File: config.mk
export PLATFORM = sky130hd
export DESIGN_NAME = dsp_mac_pipe_flat
export DESIGN_NICKNAME = d
export VERILOG_FILES = /design/src/rtl/dsp_mac_pipe_if.sv /design/src/rtl/dsp_mac_pipe.sv /design/src/flat_wrapper.sv
export SDC_FILE = /design/constraint.sdc
export NUM_CORES = 2
export LEC_CHECK = 0
export BUFFER_PORTS_ARGS = -buffer_cell sky130_fd_sc_hd__buf_2
export CORE_UTILIZATION = 59
export CTS_BUF_LIST = sky130_fd_sc_hd__clkbuf_2 sky130_fd_sc_hd__clkbuf_4 sky130_fd_sc_hd__clkbuf_8
export CTS_CLUSTER_SIZE = 14
export DETAILED_ROUTE_END_ITERATION = 10
export GPL_TIMING_DRIVEN = 0
export PLACE_DENSITY = 0.8
export SKIP_CTS_REPAIR_TIMING = 1
export SKIP_LAST_GASP = 1
export SYNTH_ARGS = -nofsm -noshare
export SYNTH_HDL_FRONTEND = slang
export SYNTH_SLANG_ARGS = --single-unit
File: constraint.sdc
create_clock -name CLK -period 5.7 [get_ports CLK]
set_input_delay 1.14 -clock CLK [delete_from_list [all_inputs] [get_ports CLK]]
set_output_delay 1.14 -clock CLK [all_outputs]
set_load 0.01 [all_outputs]
File: src/rtl/dsp_mac_pipe_if.sv
// Operand, control and result bundle of the MAC slice; master drives beats, slave is the slice.
interface dsp_mac_pipe_if #(
  parameter int A_WIDTH   = 18,
  parameter int B_WIDTH   = 18,
  parameter int ACC_WIDTH = 48,
  parameter int OUT_WIDTH = 24
);
  logic                        CE;
  logic                        IN_VALID;
  logic                        IN_FIRST;
  logic                        IN_LAST;
  logic                        SUB_PRE;
  logic signed [A_WIDTH-1:0]   A;
  logic signed [B_WIDTH-1:0]   B;
  logic signed [B_WIDTH-1:0]   D;
  logic                        CLR_OVF;
  logic                        OUT_VALID;
  logic signed [OUT_WIDTH-1:0] P;
  logic signed [ACC_WIDTH-1:0] ACC;
  logic                        SAT;
  logic                        OVF;

  modport master (
    output CE, IN_VALID, IN_FIRST, IN_LAST, SUB_PRE, A, B, D, CLR_OVF,
    input  OUT_VALID, P, ACC, SAT, OVF
  );

  modport slave (
    input  CE, IN_VALID, IN_FIRST, IN_LAST, SUB_PRE, A, B, D, CLR_OVF,
    output OUT_VALID, P, ACC, SAT, OVF
  );
endinterface

File: src/rtl/dsp_mac_pipe.sv
// Pipelined signed MAC: input reg, pre-add, product (MREG), accumulate, round/saturate output.
// Latency 4+MREG CE-high cycles, one beat per cycle; CE=0 freezes every stage, no backpressure.
module dsp_mac_pipe #(
  parameter int A_WIDTH   = 18,
  parameter int B_WIDTH   = 18,
  parameter int ACC_WIDTH = 48,
  parameter int OUT_WIDTH = 24,
  parameter int SHIFT     = 0,
  parameter int PRE_ADD   = 1,
  parameter int MREG      = 1
) (
  input  logic          CLK,
  input  logic          RSTN,
  dsp_mac_pipe_if.slave bus
);
  localparam int PW = B_WIDTH + 1;
  localparam int MW = A_WIDTH + B_WIDTH + 1;
  localparam int RW = ACC_WIDTH + 1;
  localparam int RS = (SHIFT > 0) ? SHIFT - 1 : 0;
  localparam logic [RW-1:0] HALF = (SHIFT > 0) ? (RW'(1) << RS) : '0;
  localparam logic signed [RW-1:0] P_MAX = {{(RW-OUT_WIDTH+1){1'b0}}, {(OUT_WIDTH-1){1'b1}}};
  localparam logic signed [RW-1:0] P_MIN = {{(RW-OUT_WIDTH+1){1'b1}}, {(OUT_WIDTH-1){1'b0}}};

  // S1: input register
  logic                      s1_vld_q, s1_first_q, s1_last_q, s1_sub_q;
  logic signed [A_WIDTH-1:0] s1_a_q;
  logic signed [B_WIDTH-1:0] s1_b_q, s1_d_q;

  always_ff @(posedge CLK) begin
    if (!RSTN) begin
      s1_vld_q   <= 1'b0;
      s1_first_q <= 1'b0;
      s1_last_q  <= 1'b0;
      s1_sub_q   <= 1'b0;
      s1_a_q     <= '0;
      s1_b_q     <= '0;
      s1_d_q     <= '0;
    end else if (bus.CE) begin
      s1_vld_q   <= bus.IN_VALID;
      s1_first_q <= bus.IN_FIRST;
      s1_last_q  <= bus.IN_LAST;
      s1_sub_q   <= bus.SUB_PRE;
      s1_a_q     <= bus.A;
      s1_b_q     <= bus.B;
      s1_d_q     <= bus.D;
    end
  end

  // S2: pre-adder, one bit wider than B so D+B / D-B never wraps
  logic signed [PW-1:0]      pre_d, s2_pre_q;
  logic signed [A_WIDTH-1:0] s2_a_q;
  logic                      s2_vld_q, s2_first_q, s2_last_q;

  always_comb begin
    pre_d = {s1_b_q[B_WIDTH-1], s1_b_q};
    if (PRE_ADD != 0) begin
      if (s1_sub_q) begin
        pre_d = {s1_d_q[B_WIDTH-1], s1_d_q} - {s1_b_q[B_WIDTH-1], s1_b_q};
      end else begin
        pre_d = {s1_d_q[B_WIDTH-1], s1_d_q} + {s1_b_q[B_WIDTH-1], s1_b_q};
      end
    end
  end

  always_ff @(posedge CLK) begin
    if (!RSTN) begin
      s2_vld_q   <= 1'b0;
      s2_first_q <= 1'b0;
      s2_last_q  <= 1'b0;
      s2_pre_q   <= '0;
      s2_a_q     <= '0;
    end else if (bus.CE) begin
      s2_vld_q   <= s1_vld_q;
      s2_first_q <= s1_first_q;
      s2_last_q  <= s1_last_q;
      s2_pre_q   <= pre_d;
      s2_a_q     <= s1_a_q;
    end
  end

  // S3: product, registered or passed straight through
  logic signed [MW-1:0] prod_d, s3_prod;
  logic                 s3_vld, s3_first, s3_last;

  assign prod_d = MW'(s2_pre_q) * MW'(s2_a_q);

  generate
    if (MREG != 0) begin : g_mreg
      logic signed [MW-1:0] s3_prod_q;
      logic                 s3_vld_q, s3_first_q, s3_last_q;

      always_ff @(posedge CLK) begin
        if (!RSTN) begin
          s3_prod_q  <= '0;
          s3_vld_q   <= 1'b0;
          s3_first_q <= 1'b0;
          s3_last_q  <= 1'b0;
        end else if (bus.CE) begin
          s3_prod_q  <= prod_d;
          s3_vld_q   <= s2_vld_q;
          s3_first_q <= s2_first_q;
          s3_last_q  <= s2_last_q;
        end
      end

      assign s3_prod  = s3_prod_q;
      assign s3_vld   = s3_vld_q;
      assign s3_first = s3_first_q;
      assign s3_last  = s3_last_q;
    end else begin : g_comb
      assign s3_prod  = prod_d;
      assign s3_vld   = s2_vld_q;
      assign s3_first = s2_first_q;
      assign s3_last  = s2_last_q;
    end
  endgenerate

  // S4: accumulator with sticky signed-overflow flag
  logic signed [ACC_WIDTH-1:0] acc_q, acc_d, prod_ext, acc_sum;
  logic                        ovf_q, ovf_d, ovf_ev;
  logic                        s4_vld_q, s4_last_q;

  always_comb begin
    prod_ext = ACC_WIDTH'(s3_prod);
    acc_sum  = acc_q + prod_ext;
    ovf_ev   = s3_vld && !s3_first &&
               (acc_q[ACC_WIDTH-1] == prod_ext[ACC_WIDTH-1]) &&
               (acc_sum[ACC_WIDTH-1] != acc_q[ACC_WIDTH-1]);
    acc_d = acc_q;
    if (bus.CE && s3_vld) begin
      acc_d = s3_first ? prod_ext : acc_sum;
    end
    // clearing is deliberately independent of CE; a set in the same cycle wins
    ovf_d = ovf_q;
    if (bus.CE && ovf_ev) begin
      ovf_d = 1'b1;
    end else if (bus.CLR_OVF) begin
      ovf_d = 1'b0;
    end
  end

  // S5: round-half-up, arithmetic shift, clamp to OUT_WIDTH
  logic signed [RW-1:0]        rnd, scaled;
  logic signed [OUT_WIDTH-1:0] p_q, p_d;
  logic                        sat_q, sat_d, ovld_q, ovld_d;

  always_comb begin
    rnd    = {acc_q[ACC_WIDTH-1], acc_q} + HALF;
    scaled = rnd >>> SHIFT;
    p_d    = p_q;
    sat_d  = sat_q;
    ovld_d = bus.CE && s4_vld_q && s4_last_q;
    if (ovld_d) begin
      if (scaled > P_MAX) begin
        p_d   = P_MAX[OUT_WIDTH-1:0];
        sat_d = 1'b1;
      end else if (scaled < P_MIN) begin
        p_d   = P_MIN[OUT_WIDTH-1:0];
        sat_d = 1'b1;
      end else begin
        p_d   = scaled[OUT_WIDTH-1:0];
        sat_d = 1'b0;
      end
    end
  end

  always_ff @(posedge CLK) begin
    if (!RSTN) begin
      acc_q     <= '0;
      ovf_q     <= 1'b0;
      s4_vld_q  <= 1'b0;
      s4_last_q <= 1'b0;
      p_q       <= '0;
      sat_q     <= 1'b0;
      ovld_q    <= 1'b0;
    end else begin
      acc_q  <= acc_d;
      ovf_q  <= ovf_d;
      p_q    <= p_d;
      sat_q  <= sat_d;
      ovld_q <= ovld_d;
      if (bus.CE) begin
        s4_vld_q  <= s3_vld;
        s4_last_q <= s3_last;
      end
    end
  end

  assign bus.OUT_VALID = ovld_q;
  assign bus.P         = p_q;
  assign bus.ACC       = acc_q;
  assign bus.SAT       = sat_q;
  assign bus.OVF       = ovf_q;
endmodule
File: src/flat_wrapper.sv
// flat-port wrapper written by rule: the top's interface ports become plain ports
module dsp_mac_pipe_flat 
#(
  parameter int A_WIDTH   = 18,
  parameter int B_WIDTH   = 18,
  parameter int ACC_WIDTH = 48,
  parameter int OUT_WIDTH = 24,
  parameter int SHIFT     = 0,
  parameter int PRE_ADD   = 1,
  parameter int MREG      = 1
)
  (CLK, RSTN, bus_CE, bus_IN_VALID, bus_IN_FIRST, bus_IN_LAST, bus_SUB_PRE, bus_A, bus_B, bus_D, bus_CLR_OVF, bus_OUT_VALID, bus_P, bus_ACC, bus_SAT, bus_OVF);
  dsp_mac_pipe_if #(.A_WIDTH(A_WIDTH), .B_WIDTH(B_WIDTH), .ACC_WIDTH(ACC_WIDTH), .OUT_WIDTH(OUT_WIDTH)) bus_i ();
  input  logic CLK;
  input  logic RSTN;
  input wire logic [$bits(bus_i.CE)-1:0] bus_CE;
  input wire logic [$bits(bus_i.IN_VALID)-1:0] bus_IN_VALID;
  input wire logic [$bits(bus_i.IN_FIRST)-1:0] bus_IN_FIRST;
  input wire logic [$bits(bus_i.IN_LAST)-1:0] bus_IN_LAST;
  input wire logic [$bits(bus_i.SUB_PRE)-1:0] bus_SUB_PRE;
  input wire logic [$bits(bus_i.A)-1:0] bus_A;
  input wire logic [$bits(bus_i.B)-1:0] bus_B;
  input wire logic [$bits(bus_i.D)-1:0] bus_D;
  input wire logic [$bits(bus_i.CLR_OVF)-1:0] bus_CLR_OVF;
  output wire logic [$bits(bus_i.OUT_VALID)-1:0] bus_OUT_VALID;
  output wire logic [$bits(bus_i.P)-1:0] bus_P;
  output wire logic [$bits(bus_i.ACC)-1:0] bus_ACC;
  output wire logic [$bits(bus_i.SAT)-1:0] bus_SAT;
  output wire logic [$bits(bus_i.OVF)-1:0] bus_OVF;
  assign bus_i.CE = bus_CE;
  assign bus_i.IN_VALID = bus_IN_VALID;
  assign bus_i.IN_FIRST = bus_IN_FIRST;
  assign bus_i.IN_LAST = bus_IN_LAST;
  assign bus_i.SUB_PRE = bus_SUB_PRE;
  assign bus_i.A = bus_A;
  assign bus_i.B = bus_B;
  assign bus_i.D = bus_D;
  assign bus_i.CLR_OVF = bus_CLR_OVF;
  assign bus_OUT_VALID = bus_i.OUT_VALID;
  assign bus_P = bus_i.P;
  assign bus_ACC = bus_i.ACC;
  assign bus_SAT = bus_i.SAT;
  assign bus_OVF = bus_i.OVF;
  dsp_mac_pipe #(.A_WIDTH(A_WIDTH), .B_WIDTH(B_WIDTH), .ACC_WIDTH(ACC_WIDTH), .OUT_WIDTH(OUT_WIDTH), .SHIFT(SHIFT), .PRE_ADD(PRE_ADD), .MREG(MREG)) u_core (.CLK(CLK), .RSTN(RSTN), .bus(bus_i));
endmodule
Word-level counts from Yosys, hierarchy flattened
Cells that the tools add are included.
- multipliers: 1
- add/sub/neg operators: 3
- order comparisons: 2
- reduce and logical (&&, ||, !) cells: 9
- equal/unequal tests: 2
- mux-type cells: 8
- operator list (kind ; number):
    adder 48 x 37 -> 48 bit ; 1
    > comparator 48 x 24 -> 1 bit, second input constant ; 1
    < comparator 48 x 24 -> 1 bit, second input constant ; 1
    two-way mux 24 bit ; 2
    two-way mux 48 bit ; 1
    multiplier 19 x 18 -> 37 bit ; 1
    adder 18 x 18 -> 19 bit ; 1
    two-way mux 19 bit ; 1
    subtractor 18 x 18 -> 19 bit ; 1
    logical AND 1 bit ; 7
    two-way mux 1 bit ; 4
    nonzero test 2 bit ; 1
    equality test 1 bit ; 1
    logical NOT 1 bit ; 1
    != test 1 bit ; 1
- register bits: 215
- output and inout bits: 75
- logic and storage cells: 48
- input bits: 62

Depth between registers and ports, before layout
- word-level depth: 6
- depth in mapped cells: 28
- depth with buffers taken out: 26

Worst setup path after synthesis
No wires, ideal clock.
- path kind: register -> register
- start point: register u_core.s2_pre_q[5]
- end point: register u_core.g_mreg.s3_prod_q[35]
- path slack: -0.615 ns
- period minus slack after synthesis: 6.315 ns
- setup time: 0.122 ns
- required time: 5.578 ns
- cell stages (with the launch flop): 27
- arrival: 6.193 ns
- buffers on the path: 2
- cells stage by stage: dfxtp_1 clkbuf_1 clkbuf_1 nand2_1 fa_1 inv_1 fa_1 inv_1 fa_1 inv_1 fa_1 fa_1 inv_1 fa_1 inv_1 ha_1 a21o_1 a21o_1 a21oi_1 o21ai_0 nand2b_1 a31oi_1 o31a_1 o21ai_1 a21boi_1 mux2i_1 a311o_1
- word-level cells in the longest chain between the ends: 1
- RTL lines (item ; RTL line ; text):
    start: declaration ; dsp_mac_pipe.sv:50 ; logic signed [PW-1:0] pre_d, s2_pre_q;
    start signal: assignment ; dsp_mac_pipe.sv:76 ; s2_pre_q <= pre_d;
    multiplier 19 x 18 -> 37 bit ; dsp_mac_pipe.sv:85 ; assign prod_d = MW'(s2_pre_q) * MW'(s2_a_q);
    end signal: assignment ; dsp_mac_pipe.sv:99 ; s3_prod_q <= prod_d;
    end: declaration ; dsp_mac_pipe.sv:89 ; logic signed [MW-1:0] s3_prod_q;
No other way between the ends.
A chain may end at the register's enable or synchronous reset.

Final worst setup path
- start point: register u_core.s2_pre_q[6]
- end point: register u_core.g_mreg.s3_prod_q[35]
The elaborated chain is that of the path after synthesis.

==> results.toml <==
[sta]
fmaxAchievable_mhz = 157
rsz0062_at_grt = "true"
setup_viol_count_final = 18
final.setup.worst_slack_ns = -0.657
timing_worst_slew_pin_value_ns = 1.16
drv_slew = 0
clock_skew_ns = 0.0327
worst_slew_margin_rel = 0.229
layout_worst_path_cycle_share = 1.12
fin_crit_ns = 6.36
timing_hold_violations_final = 0

[critical_path]
reg2regPathDepth = 26
slack_of_the_worst_reg_to_reg_path_ns = -0.66
setup.worst_path.start_class = "flop"
critical_path_class = "flop to flop"
setup.worst_path.end_class = "flop"
arrival_ns = 6.84
crit_required_ns = 6.18
timing.rr.end = "u_core.g_mreg.s3_prod_q[35]"
crit_path_start = "u_core.s2_pre_q[6]"
reg_to_reg_start = "u_core.s2_pre_q[6]"
path_max_fanout = 6

[routing]
drc_errors = 0
drtIter0Drc = 1573
route.detailed.wl_per_inst_um = 20.1
number_of_search_and_repair_iterations_in_the_first_detailed_routing_pass = 5
routed_wl_um = 73200
routed_via_density = 5.80
route.antenna.remaining_nets = 0
num_vias = 21100

[floorplan]
placement_rows = 74
start_util = 0.598
fp.dieW_um = 206
placeableCoreArea_um2 = 40900
dieHeight_um = 206
die_area_um2 = 42300
io_pins = 137

[yosys]
synth_ff_type = "sky130_fd_sc_hd__dfxtp_1"
synthDominantAreaCellType = "sky130_fd_sc_hd__fa_1"
asyncSetResetFlopFracSynth = 0
synthDominantCellAreaShare = 0.284
synth.cell_area_um2 = 24500
synth_edf_count = 0
synth_most_common_cell = "sky130_fd_sc_hd__inv_1"
ys_ff_latch = 215
yosysSeqAreaShare = 0.176
synth.avg_cell_area_um2 = 8.62
syn_inst = 2842
synthesis.nets = 3412
synth_commonest_cells = "456 x sky130_fd_sc_hd__inv_1, 347 x sky130_fd_sc_hd__fa_1, 248 x sky130_fd_sc_hd__nor2_1"
number_of_distinct_library_cells_after_synthesis = 72
synth.area.top_cells = "sky130_fd_sc_hd__fa_1 28%, sky130_fd_sc_hd__dfxtp_1 18%, sky130_fd_sc_hd__ha_1 8.2%"
yosysWarningCount = 0

[hold_path]
worst_hold_path.num_cells = 2
hp-class = "flop to flop"
worst_hold_path.endpoint = "u_core.s2_vld_q"
worstHoldStart = "u_core.s1_vld_q"

[job]
cap_violations = 0

[clock_tree]
h-tree-depth = 2
worst_skew_pair.late_latency_ns = 0.61
cts_max_path_buffers = 3
cts_root_buf = "sky130_fd_sc_hd__clkbuf_8"
clkTransAtPathRegs_ns = 0.06
cts.sink_count = 215
cts_made_buffers = 40
tritoncts = "done"

[placement]
port_buffers = 134
place_congestion = 0.968
placed_cells_incl_taps = 3508
dp_hpwl_um = 57600
dpl_cell_area_um2 = 26300

[final_layout]
fillCellCount = 3178
multi_input_area_um2 = 18500
sequential_cell_area_um2 = 4330
instances_no_fill = 3633
area_growth_pct = 15.4
drive_above_1_share = 0.157
post-route-cell-area_um2 = 28300
nets = 3640

[grt]
maximum_number_of_pins_on_one_net_before_global_route_repair = 13
first_global_vias = 21400
overflow = 0
grt_antenna_before_repair = 0
groute.usage.overall = 0.349
grt_first_pass_wirelength_um = 113000

[power_and_ir_drop]
vdd.ir_drop.worst_mv = 0.428
leakagePower_uw = 0.0138
power-per-cell-area_nw_per_um2 = 177

[outcome]
status = "finished, violations left"
violations = "setup timing"
[metal layers]
metal	track usage	vias up	share of wire
met5	0	-	0
met4	0.143	0	0.044
met3	0.0653	208	0.071
met2	0.587	859	0.49
met1	0.439	10500	0.40
li1	-	9541	-
[per-stage QoR]
step,setup WS (ns),total power [uW],util,setup TNS [ns],hold WS (ns)
after floorplan,-0.0820,2730,-,-0.154,0.448
after global placement,-0.962,3130,0.642,-11.40,0.462
after detailed placement,-1.10,3180,0.642,-14.16,0.477
after CTS,-1.13,4810,0.663,-14.96,0.496
after global routing,-0.811,5240,0.690,-10.61,0.508
final,-0.657,5010,0.691,-6.64,0.486
[layout make-up]
| class | instances | share of cell area |
|---|---|---|
| Sequential cell | 215 | 0.153 |
| Multi-Input combinational cell | 2018 | 0.655 |
| Clock buffer | 57 | 0.0258 |
| Buffer | 150 | 0.0367 |
| Tap cell | 532 | 0.0236 |
| Antenna cell | 2 | 0.000177 |
| Clock inverter | 14 | 0.00491 |
| Timing Repair Buffer | 187 | 0.0399 |
| Inverter | 458 | 0.0610 |
[flip-flops by register name (all words and copies together) (netlist names)]
name                      count
u_core.s1_last_q              1
u_core.s1_first_q             1
u_core.s2_pre_q              19
u_core.bus.OVF                1
u_core.g_mreg.s3_vld_q        1
u_core.s1_a_q                18
u_core.s2_last_q              1
u_core.s1_vld_q               1
u_core.s4_vld_q               1
u_core.s1_sub_q               1
u_core.g_mreg.s3_last_q       1
u_core.s1_d_q                18
u_core.s1_b_q                18
u_core.bus.P                 24
u_core.g_mreg.s3_first_q      1
u_core.bus.ACC               48
u_core.s2_first_q             1
u_core.g_mreg.s3_prod_q      37
u_core.s2_vld_q               1
u_core.s2_a_q                18
u_core.bus.SAT                1
u_core.s4_last_q              1
u_core.bus.OUT_VALID          1
[cells by family after synthesis]
family	count (synthesis)	synth area share
mux	122	0.0499
fa+ha+maj	508	0.366
flops	215	0.176
simple gates	836	0.160
xor+xnor	100	0.0358
buf+inv	609	0.0934
compound gates	452	0.119
[power breakdown]
group / internal [uW] / total (uW) / leakage [uW] / switching [uW]
Combinational: 708 / 1700 / 0.0116 / 988
Sequential: 1580 / 1680 / 0.00176 / 91.8
Clock: 920 / 1640 / 0.000453 / 718
[worst max-delay path, stage by stage (launching register included)]
cell and delay, ns:
sky130_fd_sc_hd__dfxtp_2 0.33, sky130_fd_sc_hd__buf_8 0.15, sky130_fd_sc_hd__buf_12 0.13, sky130_fd_sc_hd__nand2_2 0.06
sky130_fd_sc_hd__fa_1 0.51, sky130_fd_sc_hd__inv_1 0.05, sky130_fd_sc_hd__fa_1 0.49, sky130_fd_sc_hd__inv_2 0.04
sky130_fd_sc_hd__fa_1 0.51, sky130_fd_sc_hd__inv_2 0.04, sky130_fd_sc_hd__fa_1 0.51, sky130_fd_sc_hd__fa_1 0.56
sky130_fd_sc_hd__inv_1 0.06, sky130_fd_sc_hd__fa_1 0.54, sky130_fd_sc_hd__inv_2 0.06, sky130_fd_sc_hd__ha_4 0.24
sky130_fd_sc_hd__a21o_1 0.15, sky130_fd_sc_hd__a21o_1 0.17, sky130_fd_sc_hd__a21oi_2 0.22, sky130_fd_sc_hd__o21ai_2 0.10
sky130_fd_sc_hd__nand2b_1 0.19, sky130_fd_sc_hd__a31oi_2 0.15, sky130_fd_sc_hd__o31a_1 0.32, sky130_fd_sc_hd__o21ai_1 0.17
sky130_fd_sc_hd__a21boi_1 0.10, sky130_fd_sc_hd__mux2i_1 0.12, sky130_fd_sc_hd__a311o_1 0.26
[cell usage in the layout, fill, tap and decap left out, drive strengths merged, types with 4 or more instances in the layout]
master,Yosys,final
o21ai,117,117
a21o,43,43
o21bai,8,8
a21oi,140,140
nor3,35,35
clkbuf,137,145
o31a,5,5
nand4,17,17
nand2,243,243
nand3,37,37
ha,161,161
o211ai,27,27
a21boi,8,8
or4,5,5
nand2b,17,17
o211a,7,7
buf,14,249
nor2,248,248
mux2i,122,122
a2111oi,5,5
or3,6,6
and3,13,13
nor2b,14,14
nor4,10,10
o21a,12,12
a211o,6,6
xor2,27,27
o22ai,5,5
xnor2,73,73
a211oi,16,16
o31ai,4,4
fa,347,347
a311oi,8,8
clkinv,1,10
and2,181,181
dfxtp,215,215
a31oi,16,16
inv,457,457
or2,4,4
[worst max path at each step]
stage	endpoint	slack, ns	depth (start not counted)
4_1_cts	u_core.g_mreg.s3_prod_q[34]	-1.13	26
3_5_place_dp	u_core.g_mreg.s3_prod_q[34]	-1.10	24
3_3_place_gp	u_core.g_mreg.s3_prod_q[35]	-0.96	23
6_report	u_core.g_mreg.s3_prod_q[35]	-0.66	26
2_1_floorplan	u_core.g_mreg.s3_prod_q[34]	-0.08	23
5_1_grt	u_core.g_mreg.s3_prod_q[35]	-0.81	26
No activity file was read; power rests on OpenSTA's default activity.
